`src/rtl/pwm_wta_ctrl.sv`:
```
// Winner-take-all sequencer across N_CH PWM channels: capture one full high-time per channel,
// then pick the largest via a shared comparator. Optional macro PWM_WTA_HYST_EN adds hysteresis.
module pwm_wta_ctrl #(
  parameter int unsigned N_CH    = 4,
  parameter int unsigned N_BIT   = 12,
  parameter int unsigned TIMEOUT = 50000,
  parameter int unsigned HYST    = 8,
  localparam int unsigned IDX_W  = (N_CH > 1) ? $clog2(N_CH) : 1
) (
  input  logic                  clk,
  input  logic                  rst,
  input  logic                  i_start,
  input  logic [N_CH-1:0]       i_pwm_fall,
  input  logic [N_CH*N_BIT-1:0] i_count,
  output logic                  o_busy,
  output logic                  o_done,
  output logic [IDX_W-1:0]      o_winner,
  output logic [N_BIT-1:0]      o_win_count,
  output logic [N_CH-1:0]       o_valid_mask,
  output logic                  o_timeout
);

  typedef enum logic [1:0] {StIdle, StAcq, StCmp, StDone} state_e;

  state_e             state_q, state_d;
  logic [N_CH-1:0]    armed_q, armed_d;
  logic [N_CH-1:0]    capt_q, capt_d;
  logic [N_BIT-1:0]   cap_q [N_CH];
  logic [N_BIT-1:0]   cap_d [N_CH];
  logic [15:0]        tcnt_q, tcnt_d;
  logic               tflag_q, tflag_d;
  logic [IDX_W-1:0]   idx_q, idx_d;
  logic               bv_q, bv_d;
  logic [IDX_W-1:0]   bi_q, bi_d;
  logic [N_BIT-1:0]   bc_q, bc_d;
  logic [IDX_W-1:0]   win_q, win_d;
  logic [N_BIT-1:0]   wcnt_q, wcnt_d;
  logic [N_CH-1:0]    mask_q, mask_d;
  logic               tout_q, tout_d;

  logic               take;
  logic               nb_v;
  logic [IDX_W-1:0]   nb_i, sel_i;
  logic [N_BIT-1:0]   nb_c, sel_c;

`ifdef PWM_WTA_HYST_EN
  logic has_prev_q, has_prev_d;
`else
  logic [31:0] unused_hyst;
  assign unused_hyst = HYST;
`endif

  // Shared comparator: ties keep the lower index because only a strictly greater count wins.
  always_comb begin
    take = capt_q[idx_q] && (!bv_q || (cap_q[idx_q] > bc_q));
    nb_v = bv_q | take;
    nb_i = take ? idx_q : bi_q;
    nb_c = take ? cap_q[idx_q] : bc_q;
    sel_i = '0;
    sel_c = '0;
    if (nb_v) begin
      sel_i = nb_i;
      sel_c = nb_c;
    end
`ifdef PWM_WTA_HYST_EN
    if (has_prev_q && capt_q[win_q] &&
        ({1'b0, nb_c} < ({1'b0, cap_q[win_q]} + (N_BIT+1)'(HYST)))) begin
      sel_i = win_q;
      sel_c = cap_q[win_q];
    end
`endif
  end

  always_comb begin
    state_d = state_q;
    armed_d = armed_q;
    capt_d  = capt_q;
    cap_d   = cap_q;
    tcnt_d  = tcnt_q;
    tflag_d = tflag_q;
    idx_d   = idx_q;
    bv_d    = bv_q;
    bi_d    = bi_q;
    bc_d    = bc_q;
    win_d   = win_q;
    wcnt_d  = wcnt_q;
    mask_d  = mask_q;
    tout_d  = tout_q;
`ifdef PWM_WTA_HYST_EN
    has_prev_d = has_prev_q;
`endif
    unique case (state_q)
      StIdle: begin
        if (i_start) begin
          armed_d = '0;
          capt_d  = '0;
          tcnt_d  = '0;
          tflag_d = 1'b0;
          state_d = StAcq;
        end
      end
      StAcq: begin
        tcnt_d = tcnt_q + 16'd1;
        idx_d  = '0;
        bv_d   = 1'b0;
        for (int k = 0; k < N_CH; k++) begin
          if (i_pwm_fall[k]) begin
            if (!armed_q[k]) begin
              armed_d[k] = 1'b1;
            end else if (!capt_q[k]) begin
              cap_d[k]  = i_count[k*N_BIT +: N_BIT];
              capt_d[k] = 1'b1;
            end
          end
        end
        if (&capt_q) begin
          state_d = StCmp;
        end else if (tcnt_q == 16'(TIMEOUT - 1)) begin
          tflag_d = 1'b1;
          state_d = StCmp;
        end
      end
      StCmp: begin
        bv_d  = nb_v;
        bi_d  = nb_i;
        bc_d  = nb_c;
        idx_d = idx_q + 1'b1;
        if (idx_q == IDX_W'(N_CH - 1)) begin
          // Results land here so they are already visible during the DONE pulse.
          win_d   = sel_i;
          wcnt_d  = sel_c;
          mask_d  = capt_q;
          tout_d  = tflag_q;
          state_d = StDone;
`ifdef PWM_WTA_HYST_EN
          has_prev_d = has_prev_q | nb_v;
`endif
        end
      end
      StDone: state_d = StIdle;
      default: state_d = StIdle;
    endcase
  end

  always_ff @(posedge clk) begin
    if (rst) begin
      state_q <= StIdle;
      armed_q <= '0;
      capt_q  <= '0;
      for (int k = 0; k < N_CH; k++) cap_q[k] <= '0;
      tcnt_q  <= '0;
      tflag_q <= 1'b0;
      idx_q   <= '0;
      bv_q    <= 1'b0;
      bi_q    <= '0;
      bc_q    <= '0;
      win_q   <= '0;
      wcnt_q  <= '0;
      mask_q  <= '0;
      tout_q  <= 1'b0;
`ifdef PWM_WTA_HYST_EN
      has_prev_q <= 1'b0;
`endif
    end else begin
      state_q <= state_d;
      armed_q <= armed_d;
      capt_q  <= capt_d;
      cap_q   <= cap_d;
      tcnt_q  <= tcnt_d;
      tflag_q <= tflag_d;
      idx_q   <= idx_d;
      bv_q    <= bv_d;
      bi_q    <= bi_d;
      bc_q    <= bc_d;
      win_q   <= win_d;
      wcnt_q  <= wcnt_d;
      mask_q  <= mask_d;
      tout_q  <= tout_d;
`ifdef PWM_WTA_HYST_EN
      has_prev_q <= has_prev_d;
`endif
    end
  end

  assign o_busy       = (state_q != StIdle);
  assign o_done       = (state_q == StDone);
  assign o_winner     = win_q;
  assign o_win_count  = wcnt_q;
  assign o_valid_mask = mask_q;
  assign o_timeout    = tout_q;

endmodule

```
`config.mk`:
```
export PLATFORM = sky130hd
export DESIGN_NAME = pwm_wta_ctrl
export DESIGN_NICKNAME = d
export VERILOG_FILES = /design/src/rtl/pwm_wta_ctrl.sv
export SDC_FILE = /design/constraint.sdc
export NUM_CORES = 1
export LEC_CHECK = 0
export CAP_MARGIN = 20
export CORE_ASPECT_RATIO = 1.25
export CORE_MARGIN = 5
export CORE_UTILIZATION = 30
export CTS_BUF_LIST = sky130_fd_sc_hd__clkbuf_16
export CTS_CLUSTER_DIAMETER = 150
export DETAILED_ROUTE_END_ITERATION = 10
export PLACE_DENSITY = 0.59
export SETUP_SLACK_MARGIN = 0.3
export SYNTH_ARGS = -nofsm -noshare
export SYNTH_HDL_FRONTEND = slang
export SYNTH_SLANG_ARGS = --single-unit
```
`constraint.sdc`:
```
create_clock -name clk -period 3.72 [get_ports clk]
set_clock_uncertainty 0.05 [all_clocks]
set_input_delay 0.558 -clock clk [delete_from_list [all_inputs] [get_ports clk]]
set_output_delay 0.558 -clock clk [all_outputs]
set_load 0.1 [all_outputs]
```
# After elaboration in Yosys (flattened, before gate mapping)
# Cells that the tools add are included.
# Widths: inputs -> output; s select.
dict set report word_totals {
  output_inout_bits 21
  wordCells 113
  inputBits 55
  reg_bits 111
}
dict set report classes {
  n_reduce_logical 24
  eq_ne 18
  add_sub_neg 2
  muxes 37
  bitwise_logic 6
  magnitude_cmp 3
}
# cell count
set ops {}
lappend ops {{$mux 12} 4}
lappend ops {{$reduce_and 4->1} 10}
lappend ops {{$pmux 16 s2} 1}
lappend ops {{$bmux 12 s2} 1}
lappend ops {{$ne 2x2->1 const B} 12}
lappend ops {{$add 16x1->16 const B} 1}
lappend ops {{$eq 16x16->1 const B} 1}
lappend ops {{$mux 1} 16}
lappend ops {{$mux 16} 1}
lappend ops {{$pmux 4 s2} 2}
lappend ops {{$reduce_and 3->1} 5}
lappend ops {{$gt 12x12->1} 1}
lappend ops {{$mux 2} 6}
lappend ops {{$pmux 2 s4} 1}
lappend ops {{$eq 2x2->1 const B} 3}
lappend ops {{$reduce_bool 2->1} 3}
lappend ops {{$mux 4} 1}
lappend ops {{$not 1->1} 4}
lappend ops {{$pmux 1 s2} 2}
lappend ops {{$pmux 2 s2} 1}
lappend ops {{$reduce_and 2->1} 2}
lappend ops {{$ge 3x3->1 const B} 1}
lappend ops {{$lt 2x3->1 const B} 1}
lappend ops {{$ne 3x3->1 const B} 1}
lappend ops {{9 further kinds} 9}

# Logic depth before layout (Yosys ltp)
# Gate-level depths: netlist of the first run.
dict set report logic_depth {
  word_depth 9
  depth_mapped 11
  ltp_nobuf 8
}

# Worst setup path after synthesis of the first run
# OpenSTA, ideal clock, no wires.
dict set report synth_path {
  kind {register to register}
  start {register idx_q[1]}
  end {register wcnt_q[10] (netlist: o_win_count[10])}
  n_path_buf 3
  t_required_ps 3548
  setup_slack_ps 652
  path_stages_with_launch 10
  t_arrival_ps 2897
  period_less_slack_ps 3068
  setup_ps 122
  cell_sequence {dfxtp_1 > buf_4 > buf_2 > mux4_2 > ha_1 > nand4_1 > o41a_2 > nor3b_1 > buf_6 > a221o_1}
}
dict set report synth_between {
  elab_chain_len 9
  elab_cells_between_ends 14
  cone_classes {order compare: 1; eq/ne: 1; mux: 7; bitwise: 2; reduce/logical: 3}
}
# item line_no
set synth_lines {}
lappend synth_lines {{start, declared} 32} ;# logic [IDX_W-1:0] idx_q, idx_d;
lappend synth_lines {{start signal, assigned} 171} ;# idx_q <= idx_d;
lappend synth_lines {{$not 2->3 (implied by the code)} {55, 58}}
lappend synth_lines {{$bmux 12 s2} {55, 58}}
lappend synth_lines {{$mux 12 (implied by the code) (2 in series)} {55, 58}}
lappend synth_lines {{$gt 12x12->1} 55} ;# take = capt_q[idx_q] && (!bv_q || (cap_q[idx_q] > bc_q));
lappend synth_lines {{$logic_or 1x1->1} 55}
lappend synth_lines {{$logic_and 1x1->1} 55}
lappend synth_lines {{$mux 12 / $or 1x1->1 (equally long branches)} {58, 56}}
lappend synth_lines {{$mux 12} 61} ;# if (nb_v) begin
lappend synth_lines {{end signal, assigned} 176} ;# wcnt_q <= wcnt_d;
lappend synth_lines {{end, declared} 37} ;# logic [N_BIT-1:0] wcnt_q, wcnt_d;
# Parallel ways exist; a longest one is shown, timed or not. The select of a mux whose other input is x is not followed.
# A chain may end at the register's enable or synchronous reset.

# Worst setup path in the final report of the first run
dict set report layout_path {
  start {register idx_q[1]}
  end {register wcnt_q[9] (netlist: o_win_count[9])}
}
# The elaborated chain is that of the path after synthesis.

==> results of run 1 <==
==> metal layers <==
| metal | GRT usage (%) | part of all wire (%) | vias up |
|---|---|---|---|
| met4 | 4.07 | 1.6 | 0 |
| met3 | 3.66 | 3.3 | 15 |
| met1 | 15.7 | 39 | 2056 |
| li1 | - | - | 2102 |
| met2 | 28.5 | 56 | 75 |
| met5 | 0 | 0 | - |
==> cells in the mapped netlist, types with 5 or more instances <==
library cell	n	area [sq um]
a21oi_1	84	420
a221o_1	15	150
and2_1	14	87.6
buf_2	5	25.0
clkbuf_1	20	75.1
dfxtp_1	111	2220
ha_1	18	225
inv_1	26	97.6
mux4_2	11	248
nand2_1	116	435
nand3_1	25	125
nand4_1	7	43.8
nor2_1	29	109
nor3_1	5	25.0
o21ai_0	19	95.1
xnor2_1	8	70.1
==> cell type report <==
class / instances / area [sq um] / share of cell area [%]
multi-input combinational: 398 / 2460 / 40.0
sequential: 111 / 2220 / 36.1
clock buffer: 9 / 225 / 3.66
clock inverter: 7 / 63.8 / 1.04
timing repair buffer: 84 / 811 / 13.2
inverter: 26 / 97.6 / 1.59
tap: 216 / 270 / 4.39
==> sequential cells by signal (all words and copies together) (netlist names), 4 cells and up <==
register and flops:
armed_q 4, bc_q 12, cap_q 48, capt_q 4
o_valid_mask 4, o_win_count 12, tcnt_q 16
==> layout by cell type (no fill, tap or decap), drive strengths merged, types with 2 or more instances in the layout <==
cell type,instances
a21oi,84
a221o,15
a31oi,4
and2,15
and4b,4
buf,11
clkbuf,9
clkdlybuf4s50,73
clkinv,4
dfxtp,111
ha,18
inv,28
mux2,3
mux2i,3
mux4,12
nand2,116
nand2b,3
nand3,25
nand4,7
nand4b,4
nor2,29
nor3,5
nor4,2
o21ai,21
o221ai,2
or3,4
xnor2,8
xor2,3
==> worst max-delay path by stage <==
stage                                               to  cells past startpoint  slack (ns)
after CTS                  o_win_count[3]$_SDFFE_PP0P_                      9        0.36
after detailed placement   o_win_count[3]$_SDFFE_PP0P_                      9        0.38
after floorplan           o_win_count[10]$_SDFFE_PP0P_                      9        0.65
final                      o_win_count[9]$_SDFFE_PP0P_                      9        0.53
after global routing       o_win_count[3]$_SDFFE_PP0P_                      9        0.40
after global placement        o_winner[1]$_SDFFE_PP0P_                      8        0.22
==> repair_timing <==
item / 4_1_cts / 5_1_grt
hold buffers: 0 / 0
setup buffers: 0 / 0
endpoints found under the setup margin: 0 / 8
resized for setup: 0 / 1
==> power by group through the flow <==
stage                     Clock (W)  Sequential [W]  Combinational (W)
after floorplan                   0         0.00131           0.000403
after global placement            0         0.00132           0.000553
after detailed placement          0         0.00133           0.000561
after CTS                  0.000983         0.00130           0.000566
after global routing        0.00103         0.00131           0.000621
final                      0.000956         0.00130           0.000562
==> kinds of logic after synthesis <==
group | after synthesis
compound gates | 132
mux | 18
simple gates | 219
xor+xnor | 11
buf+inv | 59
fa+ha+maj | 18
flops | 111
==> worst min-delay path, delay by kind of cell, from the launching register on <==
family / cells / cell delay [ns]
AO/OA/AOI/OAI: 1 / 0.05
flip-flops: 1 / 0.31
AND/OR/NAND/NOR: 1 / 0.05
==> per-stage QoR <==
step                      hold WS [ns]  instance area, sq um
after global routing             0.428                  6150
after global placement           0.395                  5850
after detailed placement         0.402                  5860
final                            0.412                  6150
after floorplan                  0.382                  4930
after CTS                        0.413                  6150
==> impl.org, run 1 <==
** Logic synthesis
- After Yosys synthesis, XOR and XNOR cells account for 1.95% of the synthesized area.
- Dividing the synthesized area by the synthesized cell count gives 8.69 sq um.
- Number of distinct library cells after synthesis :: 44
- Synth Area in Adders :: 4.57%
- Count of yosys warnings during synthesis :: 0
- Async SR Flop Fraction :: 0%
- Number of register bits inferred by synthesis :: 111
- Post-synth EDFFs :: 0
- Most frequently used flop master after synthesis :: dfxtp_1
- Summing the areas of all and, or, nand and nor instances in the mapped netlist gives 20.5% of the synthesized area.
- Share of synthesized area spent on multiplexers :: 6.85%
- Summing the areas of all compound-gate instances in the mapped netlist gives 16.1% of the synthesized area.
- By area, the combinational part of the netlist is dominated by simple AND/OR/NAND/NOR gates.
- Synthesized cell area :: 0.00493 sq mm
- Synthesis produced a netlist whose cell count is 568.
- Summing the sequential cell areas from Yosys gives 45.0% of the chip area.
- The number of nets in the synthesized netlist is 641.

** Critical path
- Reg-to-Reg Start :: idx_q[1]$_SDFFE_PP0P_
- At the worst endpoint, the arrival time is 3.44 ns.
- Together, buffers and inverters on the worst path number 2.
- Data required time of the critical path :: 3.96 ns
- Critical path startpoint :: idx_q[1]$_SDFFE_PP0P_
- Gate family responsible for the most delay along the worst path :: compound AO/OA/AOI/OAI gates
- Length in cells of the worst reg-to-reg path :: 9
- The signal on the critical path passes through buf_4, mux4_2, ha_1, a21oi_1, o221ai_1, a221o_1, a21oi_2, buf_4, a221o_1.
- STA classifies the critical path endpoint as a flip-flop.
- Crit-path max cell delay :: 0.56 ns
- On the critical path, the stage with the largest delay is an instance of mux4_2.
- Worst reg2reg endpoint :: o_win_count[9]$_SDFFE_PP0P_
- The worst setup path is of the flip-flop to flip-flop kind.
- Setup slack on the worst reg-to-reg path comes out at 0.53 ns.
- Crit path launch type :: flip-flop
- Top fanout value on the critical path :: 12

** Cells and area
- At the end of the flow the core is filled with cells to 38.0%.
- For this run, the post-layout net count is 703.
- Relative to the synthesized area, the layout overhead comes to 24.8%.
- Fill count :: 1644
- Non-Filler Instances :: 851
- 0 antenna diodes ended up in the layout.
- The post-route netlist has 6.61% of its cells at a drive strength greater than 1.

** Clock network
- The clock reaches the later pin of the worst-skew pair after 0.35 ns.
- CTS HTree Levels :: 3
- Clock-pin slew was measured on the worst setup and hold paths at 0.07 ns.
- The tree is rooted in a clkbuf_16.
- Clock tree from TritonCTS :: done
- Number of buffers on the longest clock path :: 2
- TritonCTS sink count :: 111
- Total clock buffers created by CTS :: 9

** Floorplanning
- For this design the top-level I/O count stands at 76.
- In this run the horizontal extent of the chip is 125 microns.
- The region available for standard cell placement spans 0.0162 sq mm.
- In this run the vertical extent of the chip is 153 microns.
- The initialized floorplan defines 52 standard-cell rows.
- The initial utilization of the core area, before any placement, comes to 30.5%.
- The die covers 0.0191 sq mm.

** STA
- For the pin with the worst max-slew slack, the measured transition is 1.04 ns.
- Number of setup violations in the final report :: 0
- Minimum clock period after layout :: 3.19 ns
- Timing would allow up to 313 MHz.
- Setup repair after global routing missed its margin :: false
- The final count of pins violating max slew came to 0.
- The worst path uses 85.8% of the clock period.
- Max-Slew Margin vs Limit :: 30.7%
- Hold Fails Final Rpt :: 0
- Final TNS setup :: 0 ns
- Setup slack on the critical path of the routed design comes to 0.528 ns.

** Pwr
- Internal power consumption :: 0.00197 W
- Power share of the combinational group :: 20.0%
- Switching part of the total power :: 30.2%
- Net Switching :: 0.000850 W
- In this run, the clock network consumes 33.9% of the power.
- Leakage power of the design :: 2.06 nW
- Ratio of total power to cell area :: 458 mW/mm^2
- Maximum VDD drop :: 0.442 mV
- Total power for the finished layout comes to 0.00282 W.
- Sequential fraction of design power :: 46.1%

** Detailed routing
- After detailed routing, the number of remaining DRC violations is 0.
- The routed layout has 4248 vias.
- Post-route antenna net violation count :: 0
- Dividing the detail-routed wire length by the instance count gives 16.5 microns.
- For this run, the detailed router's first-pass iteration total came to 4.
- Overall routed net length :: 14000 microns
- For this block, the initial DRC count from the detailed router was 241.
- In the routed layout, each cell is associated on average with a via count of 4.99.

** Outcome
- Run status :: complete, no violations

** Global routing
- Combined global-route utilization of all metal layers :: 14.7%
- Number of antenna violations at the first check in global routing :: 0
- Via count of the first global-routing pass :: 4221
- Largest net degree at the start of global routing :: 47
- The first global-routing pass estimated 22500 microns of wire.
- Total global routing overflow :: 0

** Worst hold path
- In this run the most critical hold path is launched from cap_q[12]$_SDFFE_PP0P_.
- Counting instances, the worst hold path has a depth of 2.
- The path class of the tightest hold or removal check is flip-flop to flip-flop.
- The path with the worst hold slack has its endpoint at cap_q[12]$_SDFFE_PP0P_.

** Placed design
- Placed cell count :: 835
- Input and output buffers added on the ports amount to 75.
- The wire-length estimate of the detail-placed layout is 10500 microns.
- OpenSTA, run right after detailed placement, puts the worst setup slack at 0.382 ns.
- Gp weighted congestion :: 0.839

** Run
- Number of maximum-capacitance violations :: 0
Power figures use the tool's default switching activity.
==> inputs of run 2 (changes only) <==
--- a/config.mk
+++ b/config.mk
@@ -5,6 +5,7 @@
 export SDC_FILE = /design/constraint.sdc
 export NUM_CORES = 1
 export LEC_CHECK = 0
+export ABC_AREA = 1
 export CAP_MARGIN = 20
 export CORE_ASPECT_RATIO = 1.25
 export CORE_MARGIN = 5
@@ -12,7 +13,7 @@
 export CTS_BUF_LIST = sky130_fd_sc_hd__clkbuf_16
 export CTS_CLUSTER_DIAMETER = 150
 export DETAILED_ROUTE_END_ITERATION = 10
-export PLACE_DENSITY = 0.59
+export PLACE_DENSITY = 0.58
 export SETUP_SLACK_MARGIN = 0.3
 export SYNTH_ARGS = -nofsm -noshare
 export SYNTH_HDL_FRONTEND = slang
==> run 2 against run 1 <==
Sequential share of layout area decreased by 1.6 points. Critical endpoint unchanged. Design area increased by 4.5%. Cell count increased by 22%. Area after synthesis increased by 5.7%. Total power increased by 21%.
==> impl.org, run 2 <==
** Clock network
- The number of sinks on the clock net was 111 (unchanged).
- The clock tree from TritonCTS was done (unchanged).
- Number of hold buffers added after cts :: 0 (unchanged)
- CTS root buffer :: clkbuf_16 (unchanged)
- Number of buffers on the longest clock path :: 2 (unchanged)
- Clock transition at the register clock pins on the worst setup and hold paths after CTS :: 0.08 ns (was 0.07 ns)
- Total clock buffers created by CTS :: 9 (unchanged)
- Clk Latency, worst-skew pair :: 0.35 ns (about the same)
- The total number of H-tree levels was 3 (unchanged).

** Critical path
- The kind of capture point of the worst setup path is a flip-flop (unchanged).
- Count of buffer and inverter cells on the critical path :: 1 (was 2)
- Top fanout value on the critical path :: 30 (was 12)
- Crit-path max cell delay :: 0.48 ns (was 0.56 ns)
- The sort of element at the start of the critical path is a flip-flop (unchanged).
- Data required time of the critical path :: 3.90 ns (was 3.96 ns)
- Gate family responsible for the most delay along the worst path :: simple AND/OR/NAND/NOR gates (was compound AO/OA/AOI/OAI gates)
- The critical path start-end classification was flip-flop to flip-flop (unchanged).
- The worst path arrival time is 3.23 ns (was 3.44 ns).
- The cell that appears most often on the critical path is nand2_1.
- Highest-delay cell along the critical path :: a32oi_1 (was mux4_2)
- Cell breakdown of the critical path :: inv_2, nand2_1, a32oi_1, ha_1, a21oi_1, nand2_1, nand2_1, nand3_1, nand2_1, nand2_2, nand2_2, nand2_1, nand3_1, a21oi_1 (was buf_4, mux4_2, ha_1, a21oi_1, o221ai_1, a221o_1, a21oi_2, buf_4, a221o_1)

** Logic synthesis
- The top cell type's share of synthesized area is 42.6% (was 45.0%).
- Most used standard cells in the synthesized netlist :: nand2_1, nor2_1, dfxtp_1, inv_1, a21oi_1 (was nand2_1, dfxtp_1, a21oi_1, nor2_1, inv_1)
- The mean post-synth cell area was 7.00 sq um (was 8.69 sq um).
- Number of register bits inferred by synthesis :: 111 (unchanged)
- The total number of yosys warnings came to 0 (unchanged).
- Sequential fraction of the synthesis area :: 42.6% (was 45.0%)
- The number of nets in the synthesized netlist came to 818 (was 641).
- Post-synth EDFFs :: 0 (unchanged)
- The leading area contributor after synthesis was dfxtp_1 (unchanged).
- Async SR Flop Fraction :: 0% (unchanged)
- The number of different library cells in the post-synthesis netlist was 34 (was 44).
- Synthesized instance count :: 745 (was 568)
- Synthesized cell area :: 0.00522 sq mm (was 0.00493 sq mm)
- Leading post-synthesis cells by cell area: dfxtp_1, nand2_1, nor2_1 (was dfxtp_1, nand2_1, a21oi_1).
- The leading cell type by number of instances after synthesis was nand2_1 (unchanged).
- The prevailing post-synth register cell is dfxtp_1 (unchanged).

** Global routing
- Largest net degree at the start of global routing :: 57 (was 47)
- Number of antenna violations at the first check in global routing :: 0 (unchanged)
- The wire length of the first global-routing pass was 22400 microns (was 22500 microns).
- The number of global-route vias before repair was 4477 (was 4221).
- Combined global-route utilization of all metal layers :: 13.8% (was 14.7%)
- The aggregate global routing overflow came to 0 (unchanged).

** Placed design
- Gp weighted congestion :: 0.830 (was 0.839)
- The placed instance area came to 0.00615 sq mm (was 0.00586 sq mm).
- The number of buffers added on ports is 75 (unchanged).
- The half-perimeter wire length after detailed placement was 10000 microns (was 10500 microns).

** STA
- Number of setup violations in the final report :: 0 (unchanged)
- The setup total negative slack came to 0 ns (unchanged).
- The worst slew slack as a fraction of its limit is 34.2% (was 30.7%).
- The final critical-path required period is 3.05 ns (was 3.19 ns).
- Setup repair after global routing missed its margin :: false (unchanged)
- The number of endpoints with negative hold slack in the final report is 0 (unchanged).
- Final Cycle Share :: 81.9% (was 85.8%)
- The actual transition at the worst max-transition pin was 0.984 ns (was 1.04 ns).
- Maximum clock frequency :: 328 MHz (was 313 MHz)
- Max-slew violation total from the final report :: 0 (unchanged)

** Worst hold path
- Class of the most critical hold timing path :: flip-flop to flip-flop (unchanged)

** Cells and area
- Highest-count cells in the layout ignoring fill and taps :: nand2_1, nor2_1, dfxtp_1 (was nand2_1, dfxtp_1, a21oi_1)
- The filler cell count in the final layout was 1867 (was 1644).
- The register area came to 0.00222 sq mm (unchanged).
- Multi-input logic area :: 0.00250 sq mm (was 0.00246 sq mm)
- The area added between synthesis and finish is 23.3% (was 24.8%).
- Largest Register :: cap_q (unchanged)
- The net total in the final layout was 879 (was 703).
- Biggest regs :: cap_q x48, tcnt_q x16 (unchanged)
- Most frequent standard cell in the layout excluding fill and tap cells :: nand2_1 (unchanged)
- The antenna diode count is 0 (unchanged).
- The layout cell share with drive strength beyond 1 was 5.43% (was 6.61%).
- Final design area excluding fillers :: 0.00643 sq mm (was 0.00615 sq mm)
- The flip-flop count of the largest register, all copies and words added was 48 (unchanged).

** Floorplanning
- Effective utilization at floorplan :: 30.2% (was 30.5%)
- IO Count :: 76 (unchanged)
- Die Area :: 0.0201 sq mm (was 0.0191 sq mm)
- Row Count :: 54 (was 52)
- The width of the chip came to 128 microns (was 125 microns).
- The area of the core is 0.0173 sq mm (was 0.0162 sq mm).
- The chip height came to 157 microns (was 153 microns).

** Detailed routing
- The number of nets with antenna violations after routing was 0 (unchanged).
- Total via count after detailed routing :: 4769 (was 4248)
- The total routed wirelength was 13600 microns (was 14000 microns).
- Drt first pass iters :: 4 (unchanged)
- Routed via count divided by cell count :: 4.61 (was 4.99)
- Number of design rule violations left after detail routing :: 0 (unchanged)
- Initial DRC count :: 359 (was 241)
- Drt wl/cell :: 13.2 microns (was 16.5 microns)

** Pwr
- The total power consumption of the routed design came to 0.00342 W (was 0.00282 W).
- The worst-case vdd ir drop was 0.215 mV (was 0.442 mV).
- Leakage power of the design :: 2.68 nW (was 2.06 nW)
- The power density relative to cell area was 532 mW/mm^2 (was 458 mW/mm^2).

** Outcome
- Run status: complete, no violations (unchanged).

** Run
- Number of maximum-capacitance violations :: 0 (unchanged)
## run 2: final timing paths
path,from,endpoint,slack [ns],cells after the start
worst min-delay path,o_winner[1]$_SDFFE_PP0P_,o_winner[1]$_SDFFE_PP0P_,0.42,2
worst max-delay path,idx_q[0]$_SDFFE_PP0P_,o_win_count[9]$_SDFFE_PP0P_,0.67,14
worst max register to register,idx_q[0]$_SDFFE_PP0P_,o_win_count[9]$_SDFFE_PP0P_,0.67,14
worst min register to register,o_winner[1]$_SDFFE_PP0P_,o_winner[1]$_SDFFE_PP0P_,0.42,2
## run 2: layout make-up
cell class / count / share of cell area, %
repair buffers: 85 / 12.8
multi-input cells: 512 / 38.9
repair inverters: 1 / 0.0778
well taps: 224 / 4.36
clock inverters: 6 / 0.759
inverters: 86 / 5.08
clock buffers: 9 / 3.50
flip-flops and latches: 111 / 34.6
## run 2: repair_timing
item / CTS / global route
setup buffers: 0 / 0
endpoints found under the setup margin: 0 / 1
endpoints found under the hold margin: 0 / 0
gates resized for setup: 0 / 1
## run 2: logic make-up after synthesis
group           after synthesis  share of synthesized area (%)
flops                       111                           42.6
buf+inv                     122                           9.45
simple gates                336                           26.9
compound gates              156                           16.3
fa+ha+maj                    18                           4.32
xor+xnor                      2                          0.336
## run 2: worst min-delay path: stages (launching register included)
cell	delay, ns
dfxtp_1	0.31
nand2_1	0.06
a21oi_1	0.05
## run 2: per-layer routing
metal	vias up	routed length, microns	global-route usage (%)
met5	-	0	0
met4	0	265	4.55
met3	17	528	2.72
met2	96	6270	22.0
met1	2139	6570	18.6
li1	2517	-	-
## run 2: metrics by stage
stage               setup slack [ns]  util (%)  std cells  hold WS, ns
global placement               0.754      35.5       1018        0.394
CTS                            0.691      37.1       1033        0.416
finish                         0.674      37.2       1034        0.416
floorplan                       1.33         -        745        0.385
global route                   0.312      37.2       1034        0.439
detailed placement             0.710      35.5       1018        0.405
## run 2: power breakdown
| group | switching (W) | internal (W) |
|---|---|---|
| registers | 0.0000643 | 0.00132 |
| logic | 0.000748 | 0.000375 |
| clock network | 0.000454 | 0.000456 |
==> inputs of run 3 (changes only) <==
==> constraint.sdc (replaced) <==
create_clock -name clk -period 3.19 [get_ports clk]
set_clock_uncertainty 0.05 [all_clocks]
set_input_delay 0.4785 -clock clk [delete_from_list [all_inputs] [get_ports clk]]
set_output_delay 0.4785 -clock clk [all_outputs]
set_load 0.1 [all_outputs]
==> run 3 against run 2 <==
Critical path depth up 4. Routed wire length up 0.76%. Worst hold slack better by 0.0017 ns. Register-to-register slack worse by 0.07 ns. Global-route usage up 0.086 points. Cell count about the same. Sequential share of layout area up 0.11 points. Count of clock-buffer cells in the layout unchanged. Maximum frequency up 18%. Setup slack worse by 0.073 ns. Total power up 17%. Sequential power up 17%. Largest cell class unchanged.
==> impl.org, run 3 (synthesis results as in run 2) <==
** Outcome
- Run status :: complete, no violations (unchanged)

** Clock network
- Clock tree from TritonCTS :: done (unchanged)
- The worst-skew pair later-pin latency was 0.35 ns (about the same).
- The clock transition at the registers of the reported paths was 0.07 ns (was 0.08 ns).
- Total clock buffers created by CTS :: 9 (unchanged)
- The number of sinks on the clock net came to 111 (unchanged).
- The deepest clock path buffer count was 2 (unchanged).
- Number of hold buffers added after cts :: 0 (unchanged)
- The total number of H-tree levels is 3 (unchanged).
- CTS root buffer :: clkbuf_16 (unchanged)

** Detailed routing
- Post-route antenna net violation count :: 0 (unchanged)
- The count of TritonRoute iterations in the first routing pass is 5 (was 4).
- The detail-routed net length per standard cell was 13.3 microns (was 13.2 microns).
- Routed via count divided by cell count :: 4.60 (was 4.61)
- The total routed wirelength came to 13700 microns (was 13600 microns).
- The DRC violation count after routing is 0 (unchanged).
- The number of DRC markers after the initial detailed-route iteration is 332 (was 359).
- Total via count after detailed routing :: 4757 (was 4769)

** Floorplanning
- Effective utilization at floorplan :: 30.2% (unchanged)
- The total die area came to 0.0201 sq mm (unchanged).
- Row Count :: 54 (unchanged)
- The width of the chip is 128 microns (unchanged).
- IO Count :: 76 (unchanged)
- Std-Cell Core Area :: 0.0173 sq mm (unchanged)
- Die Y :: 157 microns (unchanged)

** Cells and area
- The antenna diode count is 0 (unchanged).
- The share of the core filled with cells in the final layout came to 37.1% (was 37.2%).
- The footprint of the multi-input gates is 0.00250 sq mm (unchanged).
- Most frequent standard cell in the layout excluding fill and tap cells :: nand2_1 (unchanged)
- The layout cell share with drive strength beyond 1 came to 7.89% (was 5.43%).
- The register area was 0.00222 sq mm (unchanged).
- Highest-count cells in the layout ignoring fill and taps :: nand2_1, nor2_1, dfxtp_1 (unchanged)
- Biggest regs: cap_q x48, tcnt_q x16 (unchanged).
- Fill count :: 1889 (was 1867)
- Largest Register :: cap_q (unchanged)
- The area added between synthesis and finish was 22.9% (was 23.3%).
- The flip-flop count of the largest register, all copies and words added is 48 (unchanged).
- Fin nets :: 879 (unchanged)
- Final design area excluding fillers :: 0.00641 sq mm (was 0.00643 sq mm)

** Placed design
- Count of buffers inserted at the top-level ports :: 75 (unchanged)
- Worst slack after detailed placement :: 0.533 ns (was 0.710 ns)
- Estimated wirelength of the detail-placed design :: 10100 microns (was 10000 microns)
- Gp weighted congestion :: 0.821 (was 0.830)
- The placed instance area came to 0.00612 sq mm (was 0.00615 sq mm).

** Critical path
- Count of buffer and inverter cells on the critical path :: 2 (was 1)
- Type of the worst setup path :: flip-flop to flip-flop (unchanged)
- The cell at the slowest stage of the critical path is dfxtp_1 (was a32oi_1).
- CP most frequent cell :: nand2_1 (unchanged)
- The maximum fanout encountered on the critical timing path is 26 (was 30).
- Data required time of the critical path :: 3.39 ns (was 3.90 ns)
- Critical path capture point type :: flip-flop (unchanged)
- Crit path launch type :: flip-flop (unchanged)
- Data arrival at the endpoint of the critical path :: 2.79 ns (was 3.23 ns)
- Cell breakdown of the critical path: buf_6, nand2_1, a32oi_1, ha_1, nand2_1, nand2_1, nand2_1, nand2_1, nand2_1, nand3_1, nand2_1, nand2_2, nand2_2, nand2_1, nand2_1, nand2_1, nand2_1, inv_1 (was inv_2, nand2_1, a32oi_1, ha_1, a21oi_1, nand2_1, nand2_1, nand3_1, nand2_1, nand2_2, nand2_2, nand2_1, nand3_1, a21oi_1).
- Gate family responsible for the most delay along the worst path :: simple AND/OR/NAND/NOR gates (unchanged)
- Crit-path max cell delay :: 0.39 ns (was 0.48 ns)

** STA
- Minimum clock period after layout :: 2.59 ns (was 3.05 ns)
- Hold Fails Final Rpt :: 0 (unchanged)
- Final TNS setup :: 0 ns (unchanged)
- The actual transition at the worst max-transition pin came to 0.741 ns (was 0.984 ns).
- The worst-case setup margin in the final layout was 0.600 ns (was 0.674 ns).
- The period utilization came to 81.2% (was 81.9%).
- Worst-case hold slack :: 0.417 ns (was 0.416 ns)
- The worst slew slack as a fraction of its limit was 50.5% (was 34.2%).
- Number of setup violations in the final report :: 0 (unchanged)
- Max-slew violation total from the final report :: 0 (unchanged)
- The fmax came to 386 MHz (was 328 MHz).
- Setup repair after global routing missed its margin :: false (unchanged)

** Global routing
- GRT met2 Usage :: 21.6% (was 22.0%)
- The aggregate global routing overflow came to 0 (unchanged).
- Most Used Layer, Global Route :: met2 (unchanged)
- Grt met1 use :: 19.0% (was 18.6%)
- Wire length of the first global-routing pass :: 22500 microns (was 22400 microns)
- The maximum number of pins on one net before global-route repair was 57 (unchanged).
- Combined global-route utilization of all metal layers :: 13.9% (was 13.8%)
- The number of antenna violations at the first check in global routing is 0 (unchanged).
- Via count of the first global-routing pass :: 4449 (was 4477)
- The global routing usage on met3 was 2.38% (was 2.72%).

** Pwr
- Maximum VDD drop :: 0.261 mV (was 0.215 mV)
- Ratio of total power to cell area :: 626 mW/mm^2 (was 532 mW/mm^2)
- The static power due to leakage came to 2.74 nW (was 2.68 nW).

** Worst hold path
- Class of the most critical hold timing path :: flip-flop to flip-flop (unchanged)

** Run
- Number of maximum-capacitance violations :: 0 (unchanged)
run 3: per-layer routing:
| metal | wire length [microns] | vias to the layer above |
|---|---|---|
| li1 | - | 2524 |
| met1 | 6670 | 2136 |
| met2 | 6270 | 79 |
| met3 | 504 | 18 |
| met4 | 293 | 0 |
| met5 | 0 | - |
run 3: power by group:
group	internal [W]	leakage [nW]	switching, W	total [W]
Combinational	0.000441	1.71	0.000862	0.00130
Sequential	0.00154	0.898	0.0000817	0.00162
Clock	0.000540	0.134	0.000545	0.00108
Total	0.00252	2.74	0.00149	0.00401
run 3: worst register-to-register path: stages (launching register included):
cell     delay (ns)
dfxtp_1        0.39
buf_6          0.23
nand2_1        0.09
a32oi_1        0.38
ha_1           0.33
nand2_1        0.07
nand2_1        0.04
nand2_1        0.05
nand2_1        0.05
nand2_1        0.05
nand3_1        0.07
nand2_1        0.07
nand2_2        0.06
nand2_2        0.23
nand2_1        0.12
nand2_1        0.07
nand2_1        0.05
nand2_1        0.06
inv_1          0.04
run 3: layout make-up:
cell class / instances / share of cell area (%)
multi-input combinational: 512 / 39.0
sequential: 111 / 34.7
timing repair buffer: 86 / 12.4
inverter: 86 / 5.08
tap: 224 / 4.37
clock buffer: 9 / 3.51
clock inverter: 7 / 0.937
run 3: final timing paths:
| path | from | to | depth (start not counted) | slack (ns) |
|---|---|---|---|---|
| worst max-delay path | idx_q[0]$_SDFFE_PP0P_ | bi_q[1]$_SDFFE_PP0P_ | 18 | 0.60 |
| worst min-delay path | o_win_count[6]$_SDFFE_PP0P_ | o_win_count[6]$_SDFFE_PP0P_ | 2 | 0.42 |
| worst max register to register | idx_q[0]$_SDFFE_PP0P_ | bi_q[1]$_SDFFE_PP0P_ | 18 | 0.60 |
| worst min register to register | o_win_count[6]$_SDFFE_PP0P_ | o_win_count[6]$_SDFFE_PP0P_ | 2 | 0.42 |
run 3: metrics by stage:
stage	total power, W	std cells
6_report	0.00401	1035
5_1_grt	0.00432	1035
4_1_cts	0.00405	1035
3_5_place_dp	0.00296	1019
3_3_place_gp	0.00295	1019
2_1_floorplan	0.00264	745
run 3: timing repair:
action,in CTS,in global routing
buffers inserted,0,0
setup endpoints to repair,0,26
gates resized for setup,0,3
